## config.mk

```make
export PLATFORM = sky130hd
export DESIGN_NAME = ltl_monitor_sequencer
export DESIGN_NICKNAME = d
export VERILOG_FILES = /design/src/rtl/ltl_seq_pkg.sv /design/src/rtl/ltl_seq_rpt_fifo.sv /design/src/rtl/ltl_monitor_sequencer.sv
export SDC_FILE = /design/constraint.sdc
export NUM_CORES = 1
export LEC_CHECK = 0
export BUFFER_PORTS_ARGS = -buffer_cell sky130_fd_sc_hd__buf_2
export CAP_MARGIN = 30
export CORE_ASPECT_RATIO = 1.4
export CORE_MARGIN = 3
export CORE_UTILIZATION = 30
export DETAILED_ROUTE_END_ITERATION = 6
export MAX_ROUTING_LAYER = met4
export PLACE_DENSITY_LB_ADDON = 0.25
export SLEW_MARGIN = 20
export SYNTH_ARGS = -nofsm -noshare
export SYNTH_HDL_FRONTEND = slang
export SYNTH_SLANG_ARGS = --single-unit
```

## constraint.sdc

```tcl
create_clock -name clk -period 3.14 [get_ports clk]
set_input_delay 0.157 -clock clk [delete_from_list [all_inputs] [get_ports clk]]
set_output_delay 0.157 -clock clk [all_outputs]
set_load 0.05 [all_outputs]
```

## src/rtl/ltl_seq_pkg.sv

```systemverilog
// Shared types and constants for the LTL monitor sequencer.
// LTL_SEQ_TIMESTAMP_EN adds a per-entry cycle stamp to the report entry layout.
package ltl_seq_pkg;

    localparam int unsigned TS_W        = 32;
    localparam int unsigned DEF_NUM_RPT = 4;
    localparam int unsigned DEF_IDX_W   = 32;

    typedef enum logic [2:0] {
        IDLE   = 3'd0,
        FLUSH  = 3'd1,
        ARM    = 3'd2,
        STREAM = 3'd3,
        DRAIN  = 3'd4
    } seq_state_e;

    // Report entry layout for the default configuration (MSB first)
    typedef struct packed {
        logic [DEF_NUM_RPT-1:0] vec;
        logic [DEF_IDX_W-1:0]   idx;
`ifdef LTL_SEQ_TIMESTAMP_EN
        logic [TS_W-1:0]        cycle;
`endif
    } rpt_entry_t;

    function automatic int unsigned rpt_entry_w(input int unsigned num_rpt, input int unsigned idx_w);
`ifdef LTL_SEQ_TIMESTAMP_EN
        return num_rpt + idx_w + TS_W;
`else
        return num_rpt + idx_w;
`endif
    endfunction

endpackage

```

## src/rtl/ltl_seq_rpt_fifo.sv

```systemverilog
// Generic first-word-fall-through FIFO with occupancy and free-slot outputs.
// DEPTH must be a power of two, >= 2.
module ltl_seq_rpt_fifo #(
    parameter int unsigned WIDTH = 36,
    parameter int unsigned DEPTH = 4
) (
    input  logic                       clk,
    input  logic                       reset,
    input  logic                       push,
    input  logic [WIDTH-1:0]           push_data,
    input  logic                       pop,
    output logic [WIDTH-1:0]           pop_data,
    output logic [$clog2(DEPTH):0]     count,
    output logic [$clog2(DEPTH):0]     free
);

    localparam int unsigned AW = $clog2(DEPTH);
    localparam int unsigned CW = AW + 1;

    logic [WIDTH-1:0] mem [DEPTH];
    logic [AW-1:0]    wr_ptr;
    logic [AW-1:0]    rd_ptr;
    logic [CW-1:0]    cnt;
    logic             empty;
    logic             full;
    logic             do_push;
    logic             do_pop;

    assign empty   = (cnt == '0);
    assign full    = (cnt == CW'(DEPTH));
    assign do_pop  = pop & ~empty;
    // A full FIFO still accepts a write when the head leaves the same cycle
    assign do_push = push & (~full | do_pop);

    always_ff @(posedge clk) begin
        if (reset) begin
            wr_ptr <= '0;
            rd_ptr <= '0;
            cnt    <= '0;
        end else begin
            if (do_push) wr_ptr <= wr_ptr + AW'(1);
            if (do_pop)  rd_ptr <= rd_ptr + AW'(1);
            cnt <= cnt + CW'(do_push) - CW'(do_pop);
        end
    end

    always_ff @(posedge clk) begin
        if (do_push) mem[wr_ptr] <= push_data;
    end

    assign pop_data = mem[rd_ptr];
    assign count    = cnt;
    assign free     = CW'(DEPTH) - cnt;

endmodule

```

## src/rtl/ltl_monitor_sequencer.sv

```systemverilog
// Session sequencer for one LTL STE automaton cluster: reset/arm, symbol feed, report capture.
// Optional LTL_SEQ_TIMESTAMP_EN adds a free-running cycle stamp per report entry (rpt_cycle).
module ltl_monitor_sequencer
    import ltl_seq_pkg::*;
#(
    parameter int unsigned SYM_W      = 8,
    parameter int unsigned NUM_RPT    = 4,
    parameter int unsigned IDX_W      = 32,
    parameter int unsigned RPT_DEPTH  = 4,
    parameter int unsigned RST_CYCLES = 2
) (
    input  logic               clk,
    input  logic               reset,
    input  logic               sess_start,
    input  logic               sess_end,
    input  logic               sym_valid,
    input  logic [SYM_W-1:0]   sym_data,
    output logic               sym_ready,
    output logic               ste_reset,
    output logic               ste_run,
    output logic [SYM_W-1:0]   ste_symbols,
    input  logic [NUM_RPT-1:0] ste_report,
    output logic               rpt_valid,
    input  logic               rpt_ready,
    output logic [NUM_RPT-1:0] rpt_vec,
    output logic [IDX_W-1:0]   rpt_index,
`ifdef LTL_SEQ_TIMESTAMP_EN
    output logic [TS_W-1:0]    rpt_cycle,
`endif
    output logic               busy,
    output logic               done
);

    localparam int unsigned ENT_W = rpt_entry_w(NUM_RPT, IDX_W);
    localparam int unsigned CW    = $clog2(RPT_DEPTH) + 1;
    localparam int unsigned FC_W  = (RST_CYCLES > 1) ? $clog2(RST_CYCLES) : 1;

    seq_state_e        state;
    seq_state_e        state_nxt;
    logic [FC_W-1:0]   flush_cnt;
    logic [IDX_W-1:0]  idx;
    logic [IDX_W-1:0]  idx_d1;
    logic              run_d1;
    logic              run_c;
    logic              space_ok;
    logic              fifo_push;
    logic              fifo_pop;
    logic              fifo_empty;
    logic              fifo_full;
    logic [ENT_W-1:0]  fifo_wr;
    logic [ENT_W-1:0]  fifo_rd;
    logic [CW-1:0]     fifo_count;
    logic [CW-1:0]     fifo_free;

    // A symbol in flight may still push next cycle, so reserve its slot
    assign space_ok = (fifo_free > CW'(run_d1));

    // Next-state and run gating
    always_comb begin
        state_nxt = state;
        run_c     = 1'b0;
        case (state)
            IDLE:   if (sess_start) state_nxt = FLUSH;
            FLUSH:  if (flush_cnt == FC_W'(RST_CYCLES - 1)) state_nxt = ARM;
            ARM:    if (sym_valid && !fifo_full) state_nxt = STREAM;
            STREAM: begin
                run_c = sym_valid & space_ok;
                if (sess_end) state_nxt = DRAIN;
            end
            DRAIN:  state_nxt = IDLE;
            default: state_nxt = IDLE;
        endcase
    end

    always_ff @(posedge clk) begin
        if (reset) begin
            state     <= IDLE;
            flush_cnt <= '0;
            idx       <= '0;
            idx_d1    <= '0;
            run_d1    <= 1'b0;
            done      <= 1'b0;
        end else begin
            state  <= state_nxt;
            done   <= (state == DRAIN);
            run_d1 <= run_c;
            flush_cnt <= (state == FLUSH) ? flush_cnt + FC_W'(1) : '0;
            if (state == IDLE && sess_start) begin
                idx <= '0;
            end else if (run_c) begin
                idx_d1 <= idx;
                idx    <= idx + IDX_W'(1);
            end
        end
    end

    assign sym_ready   = run_c;
    assign ste_run     = run_c;
    assign ste_symbols = sym_data;
    assign ste_reset   = reset | (state == FLUSH) | (state == ARM);
    assign busy        = (state != IDLE);

    assign fifo_empty = (fifo_count == '0);
    assign fifo_full  = (fifo_free == '0);
    assign fifo_push  = run_d1 & (|ste_report);
    assign fifo_pop   = ~fifo_empty & rpt_ready;

`ifdef LTL_SEQ_TIMESTAMP_EN
    logic [TS_W-1:0] cycle_cnt;

    always_ff @(posedge clk) begin
        if (reset) cycle_cnt <= '0;
        else       cycle_cnt <= cycle_cnt + TS_W'(1);
    end

    assign fifo_wr   = {ste_report, idx_d1, cycle_cnt};
    assign rpt_cycle = fifo_rd[TS_W-1:0];
`else
    assign fifo_wr   = {ste_report, idx_d1};
`endif

    ltl_seq_rpt_fifo #(
        .WIDTH (ENT_W),
        .DEPTH (RPT_DEPTH)
    ) u_rpt_fifo (
        .clk       (clk),
        .reset     (reset),
        .push      (fifo_push),
        .push_data (fifo_wr),
        .pop       (fifo_pop),
        .pop_data  (fifo_rd),
        .count     (fifo_count),
        .free      (fifo_free)
    );

    assign rpt_valid = ~fifo_empty;
    assign rpt_vec   = fifo_rd[ENT_W-1 -: NUM_RPT];
    assign rpt_index = fifo_rd[ENT_W-NUM_RPT-1 -: IDX_W];

endmodule

```

==> results of run 1 <==
## what timing repair did
action                                  CTS  global route
endpoints found under the hold margin    17             0
endpoints found under the setup margin    0             0
buffers inserted                          0             0
hold buffers                              5             0
resized for setup                         0             0
## tightest hold or removal path: stages
cell and delay, ns:
buf_2 0.12, nand3b_1 0.11, a2111oi_0 0.12
## registers in the layout, summed over array words and instances (netlist names), named ones only
register           flops
u_rpt_fifo.wr_ptr      2
idx_d1                32
u_rpt_fifo.rd_ptr      2
idx                   32
state                  3
done                   1
u_rpt_fifo.count       3
u_rpt_fifo.mem       144
flush_cnt              1
run_d1                 1
## Yosys cell counts
master / number
nand4_4: 1
dfxtp_1: 79
nor4_2: 1
nor2_1: 42
a211oi_1: 1
o21bai_1: 2
a2111oi_0: 1
nor3_1: 4
nand2_1: 83
edfxtp_1: 144
mux4_2: 36
clkbuf_1: 15
nand2b_1: 1
nand3b_1: 1
mux4_1: 1
and4_1: 4
a2111oi_4: 1
or2_4: 1
buf_6: 1
a21oi_1: 40
or3_1: 7
xnor2_1: 14
nand4b_4: 1
inv_1: 14
nand4_1: 11
fa_1: 1
buf_4: 10
buf_2: 4
nor4b_1: 1
o21ai_0: 7
ha_1: 12
xor2_1: 16
inv_2: 1
and2_1: 5
a21o_1: 1
nor4_1: 2
mux2_2: 1
and3_1: 5
mux2i_1: 1
nand3_1: 12
buf_1: 5
nor2b_1: 4
## cells in the final DEF, fill, tap and decap left out, types with 2 or more instances in the layout
cell | netlist | layout
edfxtp_1 | 144 | 144
nand2_1 | 83 | 83
dfxtp_1 | 79 | 78
buf_2 | 4 | 51
nor2_1 | 42 | 42
a21oi_1 | 40 | 40
mux4_2 | 36 | 36
clkbuf_16 | 0 | 23
xor2_1 | 16 | 16
inv_1 | 14 | 14
xnor2_1 | 14 | 14
nand3_1 | 12 | 12
ha_1 | 12 | 12
nand4_1 | 11 | 11
clkbuf_1 | 15 | 8
buf_4 | 10 | 8
o21ai_0 | 7 | 7
or3_1 | 7 | 7
and2_1 | 5 | 5
and3_1 | 5 | 5
dlygate4sd3_1 | 0 | 5
buf_12 | 0 | 5
nor2b_1 | 4 | 4
nor3_1 | 4 | 4
and4_1 | 4 | 4
nor4_1 | 2 | 2
bufinv_16 | 0 | 2
clkinv_1 | 0 | 2
clkbuf_8 | 0 | 2
## area by class of cell
type / count / area, µm²
clock inverters: 7 / 88.84
clock buffers: 33 / 633.1
multi-input cells: 321 / 2482
fillers: 2637 / 17920
repair buffers: 69 / 465.4
inverters: 15 / 56.30
well taps: 370 / 462.9
flip-flops and latches: 223 / 5907
## report_power, final
part | total (µW) | switching [µW] | internal, µW | leakage, µW
clock network | 2580 | 1020 | 1560 | 0.000347
logic | 1990 | 1330 | 656 | 0.000949
registers | 3190 | 63.5 | 3130 | 0.00208
total | 7760 | 2420 | 5340 | 0.00338
## cell families after synthesis
group / count (synthesis) / share of synthesized area, %
compound gates: 53 / 3.497
xor+xnor: 30 / 3.047
flops: 223 / 68.50
buf+inv: 50 / 2.757
fa+ha+maj: 13 / 1.974
mux: 39 / 9.955
simple gates: 186 / 10.27
## metal layers
layer | global-route usage [%] | share of wire [%]
met2 | 19.94 | 54
met5 | - | 0
met1 | 13.12 | 42
met3 | 1.376 | 2.6
met4 | 2.977 | 1.6
## per-stage QoR
stage / instance area [µm²] / util (%) / setup slack (ns) / hold slack, ns / total power [µW]
3_3_place_gp: 9324 / 33.28 / 0.6622 / 0.3146 / 5264
5_1_grt: 10100 / 36.04 / 0.2294 / 0.1002 / 8078
6_report: 10100 / 36.04 / 0.3922 / 0.08259 / 7761
3_5_place_dp: 9324 / 33.28 / 0.4913 / 0.3146 / 5288
4_1_cts: 10100 / 36.04 / 0.3324 / 0.06024 / 7892
2_1_floorplan: 8622 / - / 0.3874 / 0.2559 / 4880
## how the worst min path moves through the flow
stage,cells past startpoint,slack (ns),start,endpoint
global route,3,0.10,sym_valid,state[2]
global placement,0,0.31,sym_data[0],ste_symbols[0]
floorplan,0,0.26,ste_report[0],u_rpt_fifo.mem[0][32]
CTS,3,0.06,sym_valid,state[2]
finish,3,0.08,sym_valid,state[2]
detailed placement,0,0.31,sym_data[0],ste_symbols[0]
==> metrics.txt, run 1 <==
outcome completed; Initial Utilization 30.77%; routed len/inst 15.79 µm; largest net degree at the start of global routing 48; synthesized flop and latch total 223; Crit. End Element primary output; placer congestion estimate 0.7406; final net count 683; Avg Synthesized Cell Area 14.52 µm²; Die Wd 149.3 µm; vias per cell 4.540; critical path required time 2.98 ns; synthesized cell area 0.008622 mm²; port bufs 51; Core Region 0.02802 mm²; Worst Tran Pin Value 0.7681 ns; cells on worst reg2reg path 9; remaining antenna violation count 0; share of cells above drive strength 1 20.81%; area grow syn2layout 17.09%; RR Endpoint u_rpt_fifo.count[1]; headroom to the max-slew limit 48.76%; diodes inserted 0; Tcrit/Tclk final 87.51%; I/O pin total 68; clk slew on worst S/H paths 0.06 ns; Syn Inst Count 594; Sink Count 223; post-synth top area share 50.15%; critical path cell sequence inv_1 > ha_1 > ha_1 > nor2b_1 > a21o_1 > inv_2 > buf_4 > buf_2; Clock Latency Late Sink 0.49 ns; Die ar. 0.03084 mm²; via count 4713; Starting DRT DRC Count 311; Total GRT Usage 11.07%; post-synth top area cell edfxtp_1; Worst path max stage delay 0.36 ns; critical path's slowest cell buf_4; Worst R2R Start u_rpt_fifo.count[1]; TritonCTS clock tree built; num rows 72; H-tree lvl count 1; HPWL after detailed placement 10270 µm; aggregate negative setup slack 0 ns; Synth area leaders edfxtp_1 50%, dfxtp_1 18%, mux4_2 9.4%; Static Leak 0.003377 µW; number of max-cap violations 0; DRC violation count after routing 0; delay-heaviest family, CP buffers and inverters; crit start category register; worst-path maximum fanout 37; CP bufs+invs 4; Chip Height 206.6 µm; clock buffer count from CTS 22; Detailed Routing Iterations Pass 1 4; cell repeated most along the worst path ha_1; Pins Over Slew Limit 0; Final Non-Filler Cells 1038; skew final 0.009080 ns; Setup Viol. Count Final 0; gr ovfl total 0; RSZ-0062 raised after global routing false; Syn. warnings 0; initial antenna violation count 0; pwr dens 768.7 mW/mm²; R2R Setup Slk 0.54 ns; crit path capture sym_ready; Seq/Total Area, Yosys 68.50%; first-pass GRT wire length 26400 µm; Stages on worst setup path 8; syn nets 625; vias in the first global route 4863; Fin. Hold Viols 0; Hold WC Path Type input pin to register; CP startpoint u_rpt_fifo.count[1]; DRT Wirelength 16390 µm; Setup CP Type register to primary output; Netlist cell types 42; Root Driver clkbuf_16; placed cell count 993; FMAX 363.9 MHz; crit path DAT 2.59 ns; clock period minus final worst setup slack 2.748 ns; Max VDD drop 448.5 µV; Clock Path Buffers 3
(Power assumes the default switching activity.)
==> run 2: changes to the inputs <==
--- a/config.mk
+++ b/config.mk
@@ -5,6 +5,7 @@
 export SDC_FILE = /design/constraint.sdc
 export NUM_CORES = 1
 export LEC_CHECK = 0
+export ABC_AREA = 1
 export BUFFER_PORTS_ARGS = -buffer_cell sky130_fd_sc_hd__buf_2
 export CAP_MARGIN = 30
 export CORE_ASPECT_RATIO = 1.4
==> run 2 against run 1 <==
  * Via count increased by 29%
  * Synthesized cell count increased by 48%
  * Core utilization decreased by 0.76 points
  * Combinational power decreased by 7%
  * Die area increased by 4.0%
  * Final cell count increased by 27%
  * Setup slack improved by 0.14 ns
  * Routed wire length increased by 20%
  * Design area increased by 2.5%
  * Maximum frequency increased by 5.4%
  * Critical path depth unchanged
  * Sequential power increased by 3%
  * Largest cell class unchanged
==> metrics.txt, run 2 <==
worst-path maximum fanout 16 (was 37); Detailed Routing Iterations Pass 1 4 (unchanged); Multi-input gate area 0.002566 mm² (was 0.002482 mm²); largest net degree at the start of global routing 73 (was 48); H-tree lvl count 1 (unchanged); mux contribution to synthesized area 0% (was 9.955%); Initial Utilization 30.61% (was 30.77%); synthesized cell area 0.008984 mm² (was 0.008622 mm²); placer congestion estimate 0.8108 (was 0.7406); Top Registers u_rpt_fifo.mem: 144 flops, idx: 32 flops, idx_d1: 32 flops (unchanged); Max VDD drop 311.8 µV (was 448.5 µV); Synth area leaders edfxtp_1 48%, dfxtp_1 18%, nor2_1 6.5% (was edfxtp_1 50%, dfxtp_1 18%, mux4_2 9.4%); Simple-Gate Fraction of Synth Area 13.97% (was 10.27%); number of max-cap violations 0 (unchanged); FMAX 383.7 MHz (was 363.9 MHz); main combinational cell family by area after synthesis simple AND/OR/NAND/NOR gates (unchanged); final net count 956 (was 683); num rows 74 (was 72); Top FF cell, synth edfxtp_1 (unchanged); EDFF count, synth 144 (unchanged); Avg Synthesized Cell Area 10.22 µm² (was 14.52 µm²); via count 6090 (was 4713); syn nets 910 (was 625); total design power 7564 µW (was 7761 µW); TritonCTS clock tree built (unchanged); Total GRT Usage 12.40% (was 11.07%); Pins Over Slew Limit 0 (unchanged); Setup Fix Bufs, Post-CTS 0 (unchanged); outcome completed (unchanged); Die ar. 0.03209 mm² (was 0.03084 mm²); pwr dens 730.7 mW/mm² (was 768.7 mW/mm²); most frequent cells in the layout 151 x nor2_1, 144 x edfxtp_1, 115 x o21ai_0, 93 x nand2_1, 83 x inv_1 (was 144 x edfxtp_1, 83 x nand2_1, 78 x dfxtp_1, 51 x buf_2, 42 x nor2_1); Starting DRT DRC Count 319 (was 311); Die Wd 152.3 µm (was 149.3 µm); Tcrit/Tclk final 82.99% (was 87.51%); post-synth top area cell edfxtp_1 (unchanged); headroom to the max-slew limit 45.79% (was 48.76%); clock period minus final worst setup slack 2.606 ns (was 2.748 ns); clock buffer count from CTS 21 (was 22); post-CTS resize count 0 (unchanged); post-synthesis compound-gate area fraction 11.63% (was 3.497%); fill cell count 2881 (was 2637); DRC violation count after routing 0 (unchanged); most common cell after layout, fill and taps aside nor2_1 (was edfxtp_1); Fin. Hold Viols 0 (unchanged); Syn. warnings 0 (unchanged); Static Leak 0.003837 µW (was 0.003377 µW); Setup Viol. Count Final 0 (unchanged); Seq/Total Area, Yosys 65.74% (was 68.50%); port bufs 51 (unchanged); Hold WC Path Type input pin to register (unchanged); gr ovfl total 0 (unchanged); share of cells above drive strength 1 11.71% (was 20.81%); clk slew on worst S/H paths 0.06 ns (about the same); Clock Path Buffers 3 (unchanged); first-pass GRT wire length 31390 µm (was 26400 µm); FF/Latch Area 0.005907 mm² (unchanged); count leader, synth nor2_1 (was edfxtp_1); vias per cell 4.617 (was 4.540); Chip Height 210.8 µm (was 206.6 µm); vias in the first global route 5983 (was 4863); post-synth top area share 48.13% (was 50.15%); critical path required time 2.98 ns (about the same); routed len/inst 14.87 µm (was 15.79 µm); Setup CP Type register to primary output (unchanged); max reg flops 144 (unchanged); Post-Synth XOR/XNOR Area 0.6825% (was 3.047%); synthesized flop and latch total 223 (unchanged); Core Region 0.02935 mm² (was 0.02802 mm²); Synth Area in Adders 1.894% (was 1.974%); Synth top cells by count 155 x nor2_1, 144 x edfxtp_1, 116 x o21ai_0 (was 144 x edfxtp_1, 83 x nand2_1, 79 x dfxtp_1); number of hold buffers added after CTS 5 (unchanged); crit start category register (unchanged); DRT Wirelength 19610 µm (was 16390 µm); Syn Inst Count 879 (was 594); Crit. End Element primary output (unchanged); Clock Latency Late Sink 0.49 ns (about the same); I/O pin total 68 (unchanged); post-place setup slack 0.5883 ns (was 0.4913 ns); PnR worst setup slack 0.5341 ns (was 0.3922 ns); skew final 0.008932 ns (was 0.009080 ns); RSZ-0062 raised after global routing false (unchanged); Worst Tran Pin Value 0.8132 ns (was 0.7681 ns); largest reg by FF count u_rpt_fifo.mem (unchanged); Synth async-reset ratio 0% (unchanged); remaining antenna violation count 0 (unchanged); Sink Count 223 (unchanged); HPWL after detailed placement 12120 µm (was 10270 µm); Root Driver clkbuf_16 (unchanged); Netlist cell types 30 (was 42); crit path DAT 2.45 ns (was 2.59 ns); Util after Layout 35.27% (was 36.04%); diodes inserted 0 (unchanged); area grow syn2layout 15.24% (was 17.09%); initial antenna violation count 0 (unchanged)
==> run 2: cell count changes after synthesis, moves of 7 or more <==
cell | previous run | this run
clkbuf_1 | 15 | 26
nor2_1 | 42 | 155
xnor2_1 | 14 | 2
nand3_1 | 12 | 28
nand2_1 | 83 | 93
mux4_2 | 36 | 0
xor2_1 | 16 | 5
nor3_1 | 4 | 12
or3_1 | 7 | 0
inv_1 | 14 | 82
o21ai_0 | 7 | 116
o22ai_1 | 0 | 36
==> run 2: final cells by class <==
| class | count | share of cell area, % |
|---|---|---|
| inverter | 83 | 3.009 |
| timing repair buffer | 70 | 4.085 |
| sequential | 223 | 57.06 |
| multi-input combinational | 526 | 24.79 |
| tap | 380 | 4.593 |
| clock buffer | 25 | 5.620 |
| clock inverter | 12 | 0.8460 |
==> run 2: per-stage QoR <==
| stage | hold slack [ns] | setup TNS (ns) | std cells | area (µm²) |
|---|---|---|---|---|
| CTS | 0.01409 | 0 | 1319 | 10350 |
| floorplan | 0.2559 | -48.51 | 879 | 8984 |
| detailed placement | 0.3146 | 0 | 1277 | 9633 |
| global placement | 0.3146 | 0 | 1277 | 9633 |
| finish | 0.03386 | 0 | 1319 | 10350 |
| global route | 0.04594 | 0 | 1319 | 10350 |
==> run 2: per-layer routing <==
layer  global-route usage [%]  wire [µm]  vias to the layer above
met5                        -          0                        -
met4                    4.373        487                        0
met3                    1.435        559                       31
met2                    23.10      10470                       74
met1                    13.69       8095                     2904
li1                         -          -                     3081
==> run 2: path summary, 6_finish.rpt <==
kind | startpoint | end | slack (ns) | cells past startpoint
worst max-delay path | u_rpt_fifo.count[1] | sym_ready | 0.53 | 8
worst min-delay path | sess_end | state[1] | 0.03 | 4
worst max register to register | u_rpt_fifo.count[1] | u_rpt_fifo.mem[2][16] | 0.61 | 9
worst min register to register | u_rpt_fifo.rd_ptr[0] | register | 0.48 | 1
==> run 2: power breakdown <==
group	leakage [µW]	internal (µW)	total, µW	switching [µW]
clock network	0.000330	1400	2440	1030
logic	0.00144	414	1850	1440
registers	0.00207	3200	3270	67.2
total	0.00384	5020	7560	2540
==> run 2: kinds of logic after synthesis <==
| family | after synthesis |
|---|---|
| AOI/OAI and AO/OA | 199 |
| xor gates and xnor gates | 7 |
| adders and majority gates | 13 |
| buffers and inverters | 130 |
| DFF | 223 |
| and+or+nand+nor | 307 |
==> run 2: critical path: stages (launching register included) <==
cell,delay [ns]
dfxtp_1,0.34
inv_1,0.09
ha_1,0.21
ha_1,0.29
nand2_1,0.09
nor2_1,0.06
nor2_4,0.29
buf_4,0.28
buf_2,0.30
